--- src/rtl/lsu_byte_seq_if.sv ---
// Request/response and byte-memory bus for the byte-serial load/store sequencer.
// The slave modport is the sequencer's view of the bus. The master modport is the requester/memory side.
interface lsu_byte_seq_if #(
   parameter int addr_size   = 64,
   parameter int data_length = 64
);
   logic                   req_valid;
   logic                   req_ready;
   logic                   req_write;
   logic [2:0]             req_funct3;
   logic [addr_size-1:0]   req_addr;
   logic [data_length-1:0] req_wdata;
   logic                   resp_valid;
   logic [data_length-1:0] resp_rdata;
   logic                   resp_err;
   logic                   mem_read;
   logic                   mem_write;
   logic [addr_size-1:0]   mem_addr;
   logic [7:0]             mem_wdata;
   logic [7:0]             mem_rdata;

   modport slave (
      input  req_valid, req_write, req_funct3, req_addr, req_wdata, mem_rdata,
      output req_ready, resp_valid, resp_rdata, resp_err,
      output mem_read, mem_write, mem_addr, mem_wdata
   );

   modport master (
      output req_valid, req_write, req_funct3, req_addr, req_wdata, mem_rdata,
      input  req_ready, resp_valid, resp_rdata, resp_err,
      input  mem_read, mem_write, mem_addr, mem_wdata
   );
endinterface

--- src/rtl/lsu_byte_seq.sv ---
// Byte-serial RV64 load/store sequencer: splits B/H/W/D accesses into single-byte memory cycles.
// Optional macro LSU_MISALIGN_TRAP_EN: misaligned requests respond at once with resp_err instead of executing.
module lsu_byte_seq #(
   parameter int addr_size   = 64,
   parameter int data_length = 64
) (
   input logic           clk,
   input logic           rst,
   lsu_byte_seq_if.slave bus
);
   typedef enum logic [1:0] {IDLE, ACCESS, RESP} state_t;

   state_t                 state_q, state_d;
   logic [addr_size-1:0]   base_q, base_d;
   logic [63:0]            wdata_q, wdata_d;
   logic                   write_q, write_d;
   logic                   zext_q, zext_d;
   logic [2:0]             nlast_q, nlast_d;
   logic [2:0]             k_q, k_d;
   logic [63:0]            asm_q, asm_d;
   logic [data_length-1:0] rdata_q, rdata_d;
   logic [2:0]             req_nlast;

`ifdef LSU_MISALIGN_TRAP_EN
   logic err_q, err_d;
   logic misaligned;
`endif

   // Assembled bytes 0..nlast kept as-is; every byte above them becomes sign or zero fill.
   function automatic logic [data_length-1:0] extend_bytes(input logic [63:0] v,
                                                           input logic [2:0] nlast,
                                                           input logic zext);
      logic                   fill;
      logic [data_length-1:0] res;
      case (nlast)
         3'd0:    fill = v[7];
         3'd1:    fill = v[15];
         3'd3:    fill = v[31];
         default: fill = v[63];
      endcase
      fill = fill & ~zext;
      res  = {data_length{fill}};
      for (int i = 0; i < 8; i++) begin
         if (3'(i) <= nlast) begin
            res[8*i +: 8] = v[8*i +: 8];
         end
      end
      return res;
   endfunction

   always_comb begin
      case (bus.req_funct3[1:0])
         2'b00:   req_nlast = 3'd0;
         2'b01:   req_nlast = 3'd1;
         2'b10:   req_nlast = 3'd3;
         default: req_nlast = 3'd7;
      endcase
   end

`ifdef LSU_MISALIGN_TRAP_EN
   assign misaligned = (bus.req_addr[2:0] & req_nlast) != 3'b000;
`endif

   always_comb begin
      state_d        = state_q;
      base_d         = base_q;
      wdata_d        = wdata_q;
      write_d        = write_q;
      zext_d         = zext_q;
      nlast_d        = nlast_q;
      k_d            = k_q;
      asm_d          = asm_q;
      rdata_d        = rdata_q;
`ifdef LSU_MISALIGN_TRAP_EN
      err_d          = err_q;
`endif
      bus.req_ready  = 1'b0;
      bus.resp_valid = 1'b0;
      bus.mem_read   = 1'b0;
      bus.mem_write  = 1'b0;
      bus.mem_wdata  = 8'h00;
      bus.mem_addr   = base_q + addr_size'(k_q);

      case (state_q)
         IDLE: begin
            bus.req_ready = 1'b1;
            if (bus.req_valid) begin
               base_d  = bus.req_addr;
               wdata_d = bus.req_wdata[63:0];
               write_d = bus.req_write;
               zext_d  = bus.req_funct3[2] && (bus.req_funct3[1:0] != 2'b11) && !bus.req_write;
               nlast_d = req_nlast;
               k_d     = 3'd0;
               asm_d   = 64'd0;
               state_d = ACCESS;
`ifdef LSU_MISALIGN_TRAP_EN
               err_d = 1'b0;
               if (misaligned) begin
                  err_d   = 1'b1;
                  rdata_d = '0;
                  state_d = RESP;
               end
`endif
            end
         end
         ACCESS: begin
            bus.mem_read  = !write_q;
            bus.mem_write = write_q;
            if (write_q) begin
               bus.mem_wdata = wdata_q[{k_q, 3'b000} +: 8];
            end else begin
               asm_d[{k_q, 3'b000} +: 8] = bus.mem_rdata;
            end
            k_d = k_q + 3'd1;
            // The result register is loaded only here, so it holds between responses.
            if (k_q == nlast_q) begin
               state_d = RESP;
               rdata_d = write_q ? '0 : extend_bytes(asm_d, nlast_q, zext_q);
            end
         end
         RESP: begin
            bus.resp_valid = 1'b1;
            state_d        = IDLE;
         end
         default: state_d = IDLE;
      endcase
   end

   assign bus.resp_rdata = rdata_q;
`ifdef LSU_MISALIGN_TRAP_EN
   assign bus.resp_err = err_q && (state_q == RESP);
`else
   assign bus.resp_err = 1'b0;
`endif

   always_ff @(posedge clk) begin
      if (rst) begin
         state_q <= IDLE;
         base_q  <= '0;
         wdata_q <= '0;
         write_q <= 1'b0;
         zext_q  <= 1'b0;
         nlast_q <= 3'd0;
         k_q     <= 3'd0;
         asm_q   <= '0;
         rdata_q <= '0;
`ifdef LSU_MISALIGN_TRAP_EN
         err_q   <= 1'b0;
`endif
      end else begin
         state_q <= state_d;
         base_q  <= base_d;
         wdata_q <= wdata_d;
         write_q <= write_d;
         zext_q  <= zext_d;
         nlast_q <= nlast_d;
         k_q     <= k_d;
         asm_q   <= asm_d;
         rdata_q <= rdata_d;
`ifdef LSU_MISALIGN_TRAP_EN
         err_q   <= err_d;
`endif
      end
   end
endmodule

--- src/flat_wrapper.sv ---
// flat-port wrapper written by rule: the top's interface ports become plain ports
module lsu_byte_seq_flat 
#(
   parameter int addr_size   = 64,
   parameter int data_length = 64
)
  (clk, rst, bus_req_valid, bus_req_write, bus_req_funct3, bus_req_addr, bus_req_wdata, bus_mem_rdata, bus_req_ready, bus_resp_valid, bus_resp_rdata, bus_resp_err, bus_mem_read, bus_mem_write, bus_mem_addr, bus_mem_wdata);
  lsu_byte_seq_if #(.addr_size(addr_size), .data_length(data_length)) bus_i ();
  input logic clk;
  input logic rst;
  input wire logic [$bits(bus_i.req_valid)-1:0] bus_req_valid;
  input wire logic [$bits(bus_i.req_write)-1:0] bus_req_write;
  input wire logic [$bits(bus_i.req_funct3)-1:0] bus_req_funct3;
  input wire logic [$bits(bus_i.req_addr)-1:0] bus_req_addr;
  input wire logic [$bits(bus_i.req_wdata)-1:0] bus_req_wdata;
  input wire logic [$bits(bus_i.mem_rdata)-1:0] bus_mem_rdata;
  output wire logic [$bits(bus_i.req_ready)-1:0] bus_req_ready;
  output wire logic [$bits(bus_i.resp_valid)-1:0] bus_resp_valid;
  output wire logic [$bits(bus_i.resp_rdata)-1:0] bus_resp_rdata;
  output wire logic [$bits(bus_i.resp_err)-1:0] bus_resp_err;
  output wire logic [$bits(bus_i.mem_read)-1:0] bus_mem_read;
  output wire logic [$bits(bus_i.mem_write)-1:0] bus_mem_write;
  output wire logic [$bits(bus_i.mem_addr)-1:0] bus_mem_addr;
  output wire logic [$bits(bus_i.mem_wdata)-1:0] bus_mem_wdata;
  assign bus_i.req_valid = bus_req_valid;
  assign bus_i.req_write = bus_req_write;
  assign bus_i.req_funct3 = bus_req_funct3;
  assign bus_i.req_addr = bus_req_addr;
  assign bus_i.req_wdata = bus_req_wdata;
  assign bus_i.mem_rdata = bus_mem_rdata;
  assign bus_req_ready = bus_i.req_ready;
  assign bus_resp_valid = bus_i.resp_valid;
  assign bus_resp_rdata = bus_i.resp_rdata;
  assign bus_resp_err = bus_i.resp_err;
  assign bus_mem_read = bus_i.mem_read;
  assign bus_mem_write = bus_i.mem_write;
  assign bus_mem_addr = bus_i.mem_addr;
  assign bus_mem_wdata = bus_i.mem_wdata;
  lsu_byte_seq #(.addr_size(addr_size), .data_length(data_length)) u_core (.clk(clk), .rst(rst), .bus(bus_i));
endmodule
--- config.mk ---
export PLATFORM = sky130hd
export DESIGN_NAME = lsu_byte_seq_flat
export DESIGN_NICKNAME = d
export VERILOG_FILES = /design/src/rtl/lsu_byte_seq_if.sv /design/src/rtl/lsu_byte_seq.sv /design/src/flat_wrapper.sv
export SDC_FILE = /design/constraint.sdc
export NUM_CORES = 1
export LEC_CHECK = 0
export ABC_AREA = 1
export CORE_MARGIN = 5
export CORE_UTILIZATION = 69
export CTS_CLUSTER_DIAMETER = 30
export DETAILED_ROUTE_END_ITERATION = 12
export DONT_BUFFER_PORTS = 1
export PLACE_DENSITY = 0.85
export SYNTH_ARGS = -nofsm -noshare
export SYNTH_HDL_FRONTEND = slang
export SYNTH_SLANG_ARGS = --single-unit
export TNS_END_PERCENT = 30
--- constraint.sdc ---
create_clock -name clk -period 7.9 [get_ports clk]
set_input_delay 1.58 -clock clk [delete_from_list [all_inputs] [get_ports clk]]
set_output_delay 1.58 -clock clk [all_outputs]
set_load 0.02 [all_outputs]
==> results.json, run 1 <==
{
  "synth_top_area_share_pct": 40.1,
  "initial_core_util_pct": 70.5,
  "grt_max_degree": 137,
  "synth.most_common_cell": "nand2_1",
  "synth_nets": 2167,
  "crit_slowest_cell": "dfxtp_1",
  "via_count": 13700,
  "min_from": "u_core.asm_q[3]",
  "rows": 50,
  "r2r_end": "u_core.bus.resp_rdata[55]",
  "insertion_delay_ps": 560,
  "finalCriticalPeriod_ps": 6200,
  "yosysSeqAreaShare_pct": 40.1,
  "reg2reg_depth": 14,
  "power.density_nw_per_um2": 298,
  "setup_violations": 0,
  "h-tree-depth": 2,
  "synth_seq_cells": 266,
  "drive_above_1_share_pct": 6.33,
  "max_freq_mhz": 161,
  "cp-end-kind": "primary output",
  "cp_top_family": "simple AND/OR/NAND/NOR gates",
  "synth_cell_types": 37,
  "hp-class": "reg -> reg",
  "die_width_um": 149,
  "synthSimpleGateAreaFrac_pct": 29.9,
  "cts_tree": "done",
  "synth-adder-area-share_pct": 0.810,
  "crit_buf_inv": 2,
  "drcViolationCount": 0,
  "crit_chain": "inv_1 > fa_1 > inv_1 > nand2_1 > a21oi_4 > nand2_1 > nor2_1 > nand3_1 > nand3b_1 > xor2_1",
  "drt_iter0_drc": 1519,
  "peakVddDrop_v": 0.000266,
  "synthCells": 2016,
  "avgRoutedWirePerCell_um": 18.7,
  "grt_remaining_overflow": 0,
  "port_buffers": 0,
  "clock_sinks": 266,
  "synthXorXnorAreaFrac_pct": 4.15,
  "instances_no_fill": 2271,
  "crit_required_ps": 6320,
  "dr.pass1.iters": 6,
  "async_reset_ff_share_pct": 0,
  "drv_slew": 0,
  "drt-vias-per-instance": 6.03,
  "grt.total_usage_pct": 37.0,
  "status": "finished clean",
  "worst_r2r_startpoint": "u_core.k_q[1]",
  "syn_to_final_growth_pct": 12.8,
  "path_class": "reg -> out",
  "synth_top_family_by_area": "simple AND/OR/NAND/NOR gates",
  "finalHoldViolCount": 0,
  "crit_path_start_kind": "flop",
  "final_util_pct": 79.6,
  "synthMuxAreaShare_pct": 0,
  "hold_depth": 2,
  "post-cts-setup-buffers": 0,
  "place_congestion": 1.03,
  "synth.avg_cell_area_sq_um": 6.59,
  "synthTopCellsByCount": "nand2_1, nor2_1, dfxtp_1",
  "power_w": 0.00446,
  "wl_um": 42500,
  "rrSetupSlack_ps": 3910,
  "synth-edff-count": 0,
  "tightest_slew_ps": 1300,
  "grt_pass1_wl_um": 66500,
  "relSlewSlack_pct": 13.4,
  "synth_top_area_cell": "dfxtp_1",
  "max_stage_delay_ps": 830,
  "ioPinCount": 284,
  "finalCritPeriodShare_pct": 78.5,
  "antenna_left": 0,
  "rsz0062_at_grt": "no",
  "place_inst": 2175,
  "setup_tns_ps": 0,
  "multi_input_area_sq_um": 6890,
  "cts_hold_buffers": 0,
  "core_region_area_sq_um": 18800,
  "power_leakage_nw": 5.84,
  "hold_ws_ps": 463,
  "hpwl_um": 28600,
  "antenna_found_initial": 7,
  "drv_cap": 0,
  "ys.flop_type": "dfxtp_1",
  "first_global_vias": 12700,
  "fin_skew_ps": 20.1,
  "clockBufferDepth": 3,
  "cp_max_fo": 22,
  "arrival_ps": 4620,
  "seq_area_sq_um": 5330,
  "syn_area_sq_um": 13300,
  "clockRootBuffer": "clkbuf_16",
  "fill_cells": 1380,
  "ys.warnings.count": 0,
  "hold_end": "u_core.asm_q[3]",
  "cts_buffers": 50,
  "die_area_sq_um": 22100,
  "nNetsFinal": 2118,
  "die_h_um": 149,
  "synth-compound-area-share_pct": 16.8,
  "clk_transition_reported_paths_ps": 50,
  "post_cts_resized": 0,
  "synth_area_leaders": "dfxtp_1, nand2_1, nor2_1"
}
[cells by family (layout without fill, tap and decap cells)]
group,Yosys count,count (layout)
DFF,266,266
adders and majority gates,8,8
xor gates and xnor gates,63,63
other,1,6
buffers and inverters,279,269
and+or+nand+nor,963,963
AOI/OAI and AO/OA,436,436
[sequential cells by signal (all words and copies together) (netlist names)]
register,cells
u_core.asm_q,64
u_core.base_q,64
u_core.bus.resp_rdata,64
u_core.wdata_q,64
u_core.k_q,3
u_core.nlast_q,3
u_core.state_q,2
u_core.write_q,1
u_core.zext_q,1
[worst max path at each step]
stage                             start               end  cells past startpoint  slack (ps)
after floorplan           u_core.k_q[1]  bus_mem_addr[56]                     14        3470
after global placement    u_core.k_q[1]  bus_mem_addr[50]                     10        2420
after detailed placement  u_core.k_q[1]  bus_mem_addr[50]                     10        2410
after CTS                 u_core.k_q[1]  bus_mem_addr[50]                     10        1780
after global routing      u_core.k_q[1]  bus_mem_addr[50]                     10        1530
final                     u_core.k_q[1]  bus_mem_addr[50]                     10        1700
[worst min-delay path: cells and delay by family, from the launching register on]
family | cells | cell delay [ps]
AO/OA/AOI/OAI | 1 | 50
AND/OR/NAND/NOR | 1 | 60
flip-flops | 1 | 310
[report_power, final]
group / internal [W] / total, W / switching (W) / leakage, nW
Clock: 0.00143 / 0.00217 / 0.000747 / 0.844
Sequential: 0.00146 / 0.00159 / 0.000128 / 2.18
Combinational: 0.000174 / 0.000705 / 0.000531 / 2.82
Total: 0.00306 / 0.00446 / 0.00141 / 5.84
[through the flow]
stage / cell area, sq um / setup WS (ps)
after detailed placement: 13200 / 2410
after CTS: 15000 / 1780
after global placement: 13200 / 2420
after floorplan: 13300 / 3470
final: 15000 / 1700
after global routing: 15000 / 1530
[cells in the final DEF, fill, tap and decap left out, drive strengths merged, types with 37 or more instances in the layout]
cell,instances
a21oi,183
clkbuf,58
clkinv,44
dfxtp,266
inv,148
nand2,438
nand3,51
nor2,363
o21ai,232
xor2,37
[cell type report]
class	instances	share of cell area, %
flip-flops and latches	266	35.5
well taps	260	2.17
clock inverters	33	2.64
clock buffers	58	8.96
repair buffers	7	0.351
inverters	171	4.29
diodes	5	0.0835
multi-input cells	1471	46.0
[routing by layer]
layer	vias up	GRT usage, %	wire [um]
met5	-	0	27
li1	6403	-	-
met1	6277	47.8	16200
met3	153	10.2	5320
met4	4	16.3	1970
met2	863	58.2	19000
Note: power is estimated with default switching activity, not from simulation.
==> run 2: changes to the inputs <==
--- a/config.mk
+++ b/config.mk
@@ -7,11 +7,11 @@
 export LEC_CHECK = 0
 export ABC_AREA = 1
 export CORE_MARGIN = 5
-export CORE_UTILIZATION = 69
+export CORE_UTILIZATION = 58
 export CTS_CLUSTER_DIAMETER = 30
 export DETAILED_ROUTE_END_ITERATION = 12
 export DONT_BUFFER_PORTS = 1
-export PLACE_DENSITY = 0.85
+export PLACE_DENSITY = 0.76
 export SYNTH_ARGS = -nofsm -noshare
 export SYNTH_HDL_FRONTEND = slang
 export SYNTH_SLANG_ARGS = --single-unit
==> constraint.sdc (replaced) <==
create_clock -name clk -period 5.4 [get_ports clk]
set_input_delay 1.08 -clock clk [delete_from_list [all_inputs] [get_ports clk]]
set_output_delay 1.08 -clock clk [all_outputs]
set_load 0.02 [all_outputs]
==> run 2 against run 1 <==
- core utilization shrank 12 points
- sequential share of layout area shrank 0.68 points
- wire length shrank 3.9%
- die area grew 18%
- cell area grew 1.9%
- sequential power grew 45%
- critical path depth grew 4
- sequential cell count is the same
- non-clock buffer count grew 9
- clock skew shrank 3.0 ps
==> results.json, run 2 (synthesis results as in run 1) <==
{
  "die_width_um": 161,
  "path_class": "reg -> out",
  "drv_slew": 0,
  "finalHoldViolCount": 0,
  "die_area_sq_um": 26000,
  "power.density_nw_per_um2": 444,
  "power_w": 0.00678,
  "relSlewSlack_pct": 13.4,
  "reg2reg_depth": 15,
  "grt_remaining_overflow": 0,
  "die_h_um": 161,
  "grt.total_usage_pct": 30.1,
  "insertion_delay_ps": 550,
  "first_global_vias": 12400,
  "grt_pass1_wl_um": 64400,
  "antenna_left": 0,
  "hold_depth": 2,
  "grt_max_degree": 137,
  "drt-vias-per-instance": 5.63,
  "drcViolationCount": 0,
  "nNetsFinal": 2130,
  "clk_transition_reported_paths_ps": 50,
  "place_congestion": 0.969,
  "h-tree-depth": 2,
  "post-cts-setup-buffers": 0,
  "rsz0062_at_grt": "no",
  "hp-class": "reg -> reg",
  "core_region_area_sq_um": 22600,
  "cp_max_fo": 7,
  "worst_r2r_startpoint": "u_core.k_q[0]",
  "layout_commonest_cell": "nand2_1",
  "cts_tree": "done",
  "min_from": "u_core.asm_q[11]",
  "setup_tns_ps": 0,
  "status": "finished clean",
  "rows": 55,
  "finalCritPeriodShare_pct": 85.2,
  "rrSetupSlack_ps": 1900,
  "avgRoutedWirePerCell_um": 17.7,
  "r2r_end": "u_core.bus.resp_rdata[54]",
  "post_cts_resized": 0,
  "max_freq_mhz": 217,
  "cts_buffers": 53,
  "final_cell_mix": "nand2_1, nor2_1, dfxtp_1",
  "hold_end": "u_core.asm_q[11]",
  "power_leakage_nw": 5.97,
  "drive_above_1_share_pct": 6.92,
  "drv_cap": 0,
  "ioPinCount": 284,
  "cp-end-kind": "primary output",
  "syn_to_final_growth_pct": 15.0,
  "drt_iter0_drc": 974,
  "crit_required_ps": 4320,
  "dr.pass1.iters": 6,
  "antenna_found_initial": 11,
  "via_count": 13000,
  "initial_core_util_pct": 58.8,
  "clockRootBuffer": "clkbuf_16",
  "clockBufferDepth": 3,
  "hpwl_um": 29100,
  "wl_um": 40900,
  "fin_skew_ps": 17.1,
  "peakVddDrop_v": 0.000338,
  "tightest_slew_ps": 1290,
  "port_buffers": 0,
  "crit_path_start_kind": "flop",
  "cts_hold_buffers": 0,
  "fill_cells": 1978,
  "finalCriticalPeriod_ps": 4600,
  "setup_violations": 0,
  "clock_sinks": 266,
  "arrival_ps": 3520
}
run 2: worst max path at each step:
stage                     startpoint                to  slack (ps)  cells past startpoint
floorplan              u_core.k_q[1]  bus_mem_addr[56]        1470                     14
global placement       u_core.k_q[0]  bus_mem_addr[56]        1480                     14
detailed placement     u_core.k_q[0]  bus_mem_addr[56]        1360                     14
CTS                    u_core.k_q[0]  bus_mem_addr[56]         770                     14
global route        u_core.base_q[0]  bus_mem_addr[56]         570                     14
finish                 u_core.k_q[0]  bus_mem_addr[56]         800                     14
run 2: critical path: stages (launching register included):
cell and delay (ps):
dfxtp_1 320, ha_1 220, inv_1 100, fa_1 410
inv_1 70, nand2_1 80, a21oi_4 260, nand2_1 170
nor2_1 210, nand4_1 220, nor2_1 150, nand2_1 130
nor2_1 140, xor2_1 280, buf_4 200
run 2: area by class of cell:
type | instances | area, sq um | share of cell area, %
flip-flops and latches | 266 | 5330 | 34.9
diodes | 6 | 15.0 | 0.0983
repair buffers | 16 | 120 | 0.786
inverters | 171 | 643 | 4.21
clock buffers | 68 | 1480 | 9.72
clock inverters | 30 | 443 | 2.90
multi-input cells | 1471 | 6890 | 45.1
well taps | 285 | 357 | 2.33
run 2: metal layers:
metal | routed length [um] | part of all wire [%] | global-route usage (%) | vias to the layer above
li1 | - | - | - | 6428
met1 | 15700 | 38 | 34.8 | 5941
met2 | 19900 | 49 | 52.0 | 515
met3 | 3540 | 8.7 | 8.91 | 118
met4 | 1650 | 4.0 | 12.8 | 12
met5 | 60 | 0.15 | 0 | -
run 2: metrics by stage:
stage / hold slack (ps) / utilization, % / cells / instance area, sq um / setup WS, ps
6_report: 460 / 67.7 / 2313 / 15300 / 797
5_1_grt: 469 / 67.6 / 2311 / 15300 / 567
4_1_cts: 455 / 67.6 / 2307 / 15300 / 772
3_5_place_dp: 447 / 59.1 / 2209 / 13300 / 1360
3_3_place_gp: 443 / 59.1 / 2209 / 13300 / 1480
2_1_floorplan: 442 / - / 2016 / 13300 / 1470
run 2: where the power goes:
part / internal (W) / switching [W]
Clock: 0.00241 / 0.00105
Sequential: 0.00213 / 0.000178
Combinational: 0.000263 / 0.000750
